<file path="config.mk">
export PLATFORM = sky130hd
export DESIGN_NAME = fmul_rsh_round_pipe
export DESIGN_NICKNAME = d
export VERILOG_FILES = /design/src/rtl/fmul_rsh_round_pipe.sv
export SDC_FILE = /design/constraint.sdc
export NUM_CORES = 1
export LEC_CHECK = 0
export ABC_CLOCK_PERIOD_IN_PS = 2080
export BUFFER_PORTS_ARGS = -buffer_cell sky130_fd_sc_hd__buf_2
export CORE_MARGIN = 8
export CORE_UTILIZATION = 51
export CTS_CLUSTER_SIZE = 30
export DETAILED_ROUTE_END_ITERATION = 8
export GPL_TIMING_DRIVEN = 1
export PLACE_DENSITY = 0.83
export RECOVER_POWER = 100
export SLEW_MARGIN = 25
export SYNTH_ARGS = -nofsm -noshare
export SYNTH_HDL_FRONTEND = slang
export SYNTH_SLANG_ARGS = --single-unit
</file>
<file path="constraint.sdc">
create_clock -name clk -period 2.08 [get_ports clk]
set_input_delay 0.624 -clock clk [delete_from_list [all_inputs] [get_ports clk]]
set_output_delay 0.624 -clock clk [all_outputs]
set_load 0.01 [all_outputs]
</file>
<file path="src/rtl/fmul_rsh_round_pipe.sv">
// fmul_rsh_round_pipe: two-stage right-shift and round stage for subnormal fmul results.
// Extracts L/G/S and the one-bit-lower L/G/S used for after-rounding tininess. It
// applies the rounding mode and produces the rounded fraction, the carry into the
// minimum normal, inexact and underflow.
// Optional feature macro: FMUL_RSH_ROUND_SKID_EN adds a 1-entry input skid buffer.
// With the skid buffer, in_ready_o comes straight from a flop.
//
// Handshake: a beat transfers on any rising clk edge where valid and ready are both 1.
// A producer holds valid and its data stable until that transfer. Output data stays
// stable while out_valid_o=1 and out_ready_i=0.
module fmul_rsh_round_pipe #(
  parameter int MANT_W = 10,
  parameter int SIG_W  = 2 * (MANT_W + 1),
  parameter int RSH_W  = 4
) (
  input  logic              clk,
  input  logic              rst_n,
  input  logic              in_valid_i,
  output logic              in_ready_o,
  input  logic [SIG_W-1:0]  sig_mul_i,
  input  logic [RSH_W-1:0]  rsh_num_i,
  input  logic [2:0]        rm_i,
  input  logic              sign_i,
  output logic              out_valid_o,
  input  logic              out_ready_i,
  output logic [MANT_W-1:0] frac_o,
  output logic              carry_o,
  output logic              inexact_o,
  output logic              uf_o
);

  // Rounding increment for one L/G/S triple; rm values 5-7 fall back to RNE.
  function automatic logic inc_fn(input logic [2:0] rm, input logic sign,
                                  input logic l, input logic g, input logic s);
    case (rm)
      3'd1:    inc_fn = 1'b0;
      3'd2:    inc_fn = sign & (g | s);
      3'd3:    inc_fn = ~sign & (g | s);
      3'd4:    inc_fn = g;
      default: inc_fn = g & (l | s);
    endcase
  endfunction

  logic s1_valid, s2_valid;
  logic s1_adv, s2_adv;

  assign s2_adv = ~s2_valid | out_ready_i;
  assign s1_adv = ~s1_valid | s2_adv;

  // Beat source feeding S1: either the input port or the skid entry.
  logic              src_valid;
  logic [SIG_W-1:0]  src_sig;
  logic [RSH_W-1:0]  src_rsh;
  logic [2:0]        src_rm;
  logic              src_sign;

`ifdef FMUL_RSH_ROUND_SKID_EN
  logic              skid_valid;
  logic [SIG_W-1:0]  skid_sig;
  logic [RSH_W-1:0]  skid_rsh;
  logic [2:0]        skid_rm;
  logic              skid_sign;

  assign in_ready_o = ~skid_valid;
  assign src_valid  = skid_valid | in_valid_i;
  assign src_sig    = skid_valid ? skid_sig  : sig_mul_i;
  assign src_rsh    = skid_valid ? skid_rsh  : rsh_num_i;
  assign src_rm     = skid_valid ? skid_rm   : rm_i;
  assign src_sign   = skid_valid ? skid_sign : sign_i;

  // Skid entry: catches a beat accepted while S1 is blocked and drains it first.
  always_ff @(posedge clk or negedge rst_n) begin
    if (!rst_n) begin
      skid_valid <= 1'b0;
      skid_sig   <= '0;
      skid_rsh   <= '0;
      skid_rm    <= '0;
      skid_sign  <= 1'b0;
    end else if (skid_valid) begin
      if (s1_adv) skid_valid <= 1'b0;
    end else if (in_valid_i && !s1_adv) begin
      skid_valid <= 1'b1;
      skid_sig   <= sig_mul_i;
      skid_rsh   <= rsh_num_i;
      skid_rm    <= rm_i;
      skid_sign  <= sign_i;
    end
  end
`else
  assign in_ready_o = s1_adv;
  assign src_valid  = in_valid_i;
  assign src_sig    = sig_mul_i;
  assign src_rsh    = rsh_num_i;
  assign src_rm     = rm_i;
  assign src_sign   = sign_i;
`endif

  // S1 combinational: bit extraction at p = MANT_W + rsh. The shift zero-fills, so
  // indices past the product width read as 0.
  logic [SIG_W-1:0]  sh;
  logic              c_l, c_g, c_s, c_g_uf, c_s_uf, c_ones;
  logic [MANT_W-1:0] c_frac;

  always_comb begin
    sh     = src_sig >> src_rsh;
    c_l    = sh[MANT_W];
    c_g    = sh[MANT_W-1];
    c_g_uf = sh[MANT_W-2];
    c_frac = sh[MANT_W +: MANT_W];
    c_s    = 1'b0;
    c_s_uf = 1'b0;
    for (int i = 0; i < SIG_W; i++) begin
      if (i < MANT_W - 1 + int'(src_rsh)) c_s    = c_s    | src_sig[i];
      if (i < MANT_W - 2 + int'(src_rsh)) c_s_uf = c_s_uf | src_sig[i];
    end
    c_ones = (src_rsh == RSH_W'(1)) && (&src_sig[2*MANT_W:MANT_W]);
  end

  // S1 register; the lower L (L_uf) is the same bit as G, so it is stored once.
  logic              s1_l, s1_g, s1_s, s1_g_uf, s1_s_uf, s1_ones, s1_sign;
  logic [MANT_W-1:0] s1_frac;
  logic [2:0]        s1_rm;

  always_ff @(posedge clk or negedge rst_n) begin
    if (!rst_n) begin
      s1_valid <= 1'b0;
      s1_l     <= 1'b0;
      s1_g     <= 1'b0;
      s1_s     <= 1'b0;
      s1_g_uf  <= 1'b0;
      s1_s_uf  <= 1'b0;
      s1_ones  <= 1'b0;
      s1_sign  <= 1'b0;
      s1_frac  <= '0;
      s1_rm    <= '0;
    end else if (s1_adv) begin
      s1_valid <= src_valid;
      if (src_valid) begin
        s1_l    <= c_l;
        s1_g    <= c_g;
        s1_s    <= c_s;
        s1_g_uf <= c_g_uf;
        s1_s_uf <= c_s_uf;
        s1_ones <= c_ones;
        s1_sign <= src_sign;
        s1_frac <= c_frac;
        s1_rm   <= src_rm;
      end
    end
  end

  // S2 combinational: apply rounding and evaluate tininess after rounding.
  logic              inc, inc_uf, c_inexact, c_uf;
  logic [MANT_W:0]   rounded;

  always_comb begin
    inc       = inc_fn(s1_rm, s1_sign, s1_l, s1_g, s1_s);
    inc_uf    = inc_fn(s1_rm, s1_sign, s1_g, s1_g_uf, s1_s_uf);
    rounded   = {1'b0, s1_frac} + {{MANT_W{1'b0}}, inc};
    c_inexact = s1_g | s1_s;
    c_uf      = c_inexact & ~(s1_ones & inc_uf);
  end

  // S2 register drives the outputs directly.
  always_ff @(posedge clk or negedge rst_n) begin
    if (!rst_n) begin
      s2_valid  <= 1'b0;
      frac_o    <= '0;
      carry_o   <= 1'b0;
      inexact_o <= 1'b0;
      uf_o      <= 1'b0;
    end else if (s2_adv) begin
      s2_valid <= s1_valid;
      if (s1_valid) begin
        frac_o    <= rounded[MANT_W-1:0];
        carry_o   <= rounded[MANT_W];
        inexact_o <= c_inexact;
        uf_o      <= c_uf;
      end
    end
  end

  assign out_valid_o = s2_valid;

`ifndef SYNTHESIS
  // A zero shift count is outside the legal range of this stage.
  rsh_nonzero_a: assert property (@(posedge clk) disable iff (!rst_n)
    (in_valid_i && in_ready_o) |-> (rsh_num_i != '0));
`endif

endmodule

</file>
==> results.yml <==
sta:
  setup_slack_ns: -0.0670
  max_clock_freq_mhz: 466
  post-route-period-util_pct: 103
  min_period_ns: 2.15
  tightest_slew_ns: 0.821
  rsz0062_at_grt: "yes"
  hold_violations: 0
  drv_slew: 0
  finalSetupViolCount: 5
  skew_ns: 0.00724
  maxSlewHeadroom_pct: 45.3
setup_path:
  rrSetupSlack_ns: -0.07
  critPathRequiredTime_ns: 2.26
  timing_worst_setup_path_type: "reg2reg"
  crit_chain: "xor2_1, nand3b_1, inv_1, a21oi_2, a221oi_2, ha_2, ha_4, nand3_4, nor2_4, xnor2_2, o21ai_1"
  startpoint_type: "register"
  cp-end-kind: "register"
  critPathMaxFanout: 3
  crit_slowest_cell: "dfrtp_1"
  cp_data_arrival_time_ns: 2.33
  slowest_delay_ns: 0.39
  cp_top_family: "adder cells"
  cp.buffers_inverters: 1
synthesis:
  syn_area_per_cell_um2: 8.75
  yosys_warnings: 0
  synth_seq_cells: 34
  ys.flop_type: "dfrtp_1"
  netlist_area_um2: 2580
  synth.area.top_cells: "dfrtp_1, nand2_1, mux4_2"
  syn-num-nets: 336
  yosysTopAreaCellShare_pct: 32.9
  synth_edf_count: 0
  synth-async-reset-ratio_pct: 100
  yosysSeqAreaShare_pct: 32.9
  ys_types: 56
  syn_inst: 295
  yosysTopAreaCell: "dfrtp_1"
floorplanning:
  fp-row-count: 26
  core_area_um2: 5010
  io_pins: 49
  die_w_um: 87.2
  initial_core_util_pct: 51.5
  die_h_um: 87.2
  dieArea_um2: 7600
final_layout:
  drive_gt1_share_pct: 30.3
  reg_top3: "frac_o x10, s1_frac x10, s1_rm x3"
  areaGrowthSynthToFinish_pct: 29.6
  multiInputGateArea_um2: 1670
  register_area_um2: 851
  final_cells: 449
  fillers: 440
  final_cell_area_um2: 3350
  final_util_pct: 66.8
  diodes: 0
  nets: 419
cts:
  cts_buffers: 5
  cts_tree: "yes"
  cts.path.max_buffers: 2
  cts.clk_slew.worst_paths_ns: 0.07
  clock_latency_ns: 0.29
  htree_levels: 2
  cts.sinks: 34
  root_buffer: "clkbuf_8"
  cts.hold.buffers_added: 0
placed_design:
  placed_area_um2: 3170
  portBuffers: 48
  dpl_worst_slack_ns: -0.234
  gp_congestion: 0.990
  dp_hpwl_um: 5880
  placedCellCount: 438
global_route:
  grt-ovfl-total: 0
  grt_pass1_wl_um: 12900
  grt_usage_pct: 21.4
  antenna_found_initial: 0
  grt_pass1_vias: 2726
  grt_max_degree: 35
status:
  violations: "setup timing"
  status: "complete, but fails checks"
routing:
  drt_wl_total_um: 7820
  ant_nets: 0
  wl_per_cell_um: 17.4
  drt_iter0_drc: 141
  dr.pass1.iters: 5
  drc_errors: 0
  avgViaCountPerCell: 5.96
  num_vias: 2678
power_and_ir_drop:
  power_leakage_nw: 1.42
  powerDensity_nw_per_um2: 628
  peakVddDrop_uv: 378
  power_mw: 2.10
worst_hold_path:
  hold_path.class: "in2async"
run:
  maxCapViolations: 0
cells in the mapped netlist (3+ instances only):
cell	instances
nand3_1	6
clkbuf_1	13
nand2b_1	4
a211oi_1	8
nand3b_1	4
xnor2_1	5
ha_1	7
a21oi_1	15
nand2_1	46
o31ai_1	4
xor2_1	7
dfrtp_1	34
inv_1	8
nor2_1	15
o21ai_0	26
mux2_2	4
mux4_2	7
mux2i_1	12
nand4_1	5
and2_1	4
buf_4	3
nor3_1	5
buf_2	3
o21a_1	3
power by group:
part           internal [mW]  switching (mW)
clock                  0.356           0.253
sequential             0.754          0.0819
combinational          0.303           0.352
total                   1.41           0.687
per-layer routing:
layer,up-vias,GRT usage [%],share of wire [%]
li1,1255,-,-
met1,1271,23.8,40
met2,134,38.8,50
met3,18,3.02,6.3
met4,0,10.2,3.2
met5,-,0,0
layout make-up:
type	count	area share, %
clock buffer	5	2.06
sequential	34	25.4
multi-input combinational	231	49.9
timing repair buffer	98	17.7
clock inverter	3	1.35
inverter	8	0.972
tap	70	2.62
per-stage QoR:
stage / TNS [ns] / hold WS (ns)
final: -0.202 / 0.416
after global routing: -1.79 / 0.484
after CTS: -0.0129 / 0.413
after detailed placement: -1.64 / 0.464
after global placement: -0.438 / 0.455
after floorplan: 0 / 0.328
final timing paths:
path	cells after the start	start	to
min reg2reg	2	frac_o[8]	frac_o[8]
max reg2reg	11	s1_sign	frac_o[8]
max	11	s1_sign	frac_o[8]
min	1	rst_n	frac_o[7]
max in group asynchronous	1	rst_n	inexact_o
min in group clk	2	frac_o[8]	frac_o[8]
repair_timing:
action | CTS | global route
pin swaps | 5 | 5
endpoints found under the setup margin | 7 | 9
setup buffers | 1 | 2
gates resized for setup | 13 | 10
layout by cell type, fill, tap and decap left out, types with 3 or more instances in the layout:
cell type / instances
a211oi_1: 8
nand2_1: 46
inv_1: 6
ha_1: 3
xnor2_1: 3
mux4_2: 7
mux2_2: 4
o31ai_1: 4
nand3b_1: 4
and2_1: 3
xor2_1: 7
nand3_1: 5
nand4_1: 5
clkbuf_1: 18
nor2_1: 13
o21ai_0: 18
buf_4: 45
nor3_1: 5
dfrtp_1: 34
a21oi_1: 14
buf_2: 31
o21ai_1: 8
nand2b_1: 4
clkbuf_8: 5
mux2i_1: 12
o21a_1: 3
cells by family (layout without fill, tap and decap cells):
family | after synthesis | in the layout | synth area share (%)
mux | 23 | 23 | 12.5
buf+inv | 30 | 114 | 5.52
flops | 34 | 34 | 32.9
fa+ha+maj | 7 | 7 | 3.39
xor+xnor | 12 | 12 | 4.07
compound gates | 87 | 87 | 22.6
simple gates | 102 | 102 | 18.9
(Power assumes the default switching activity.)
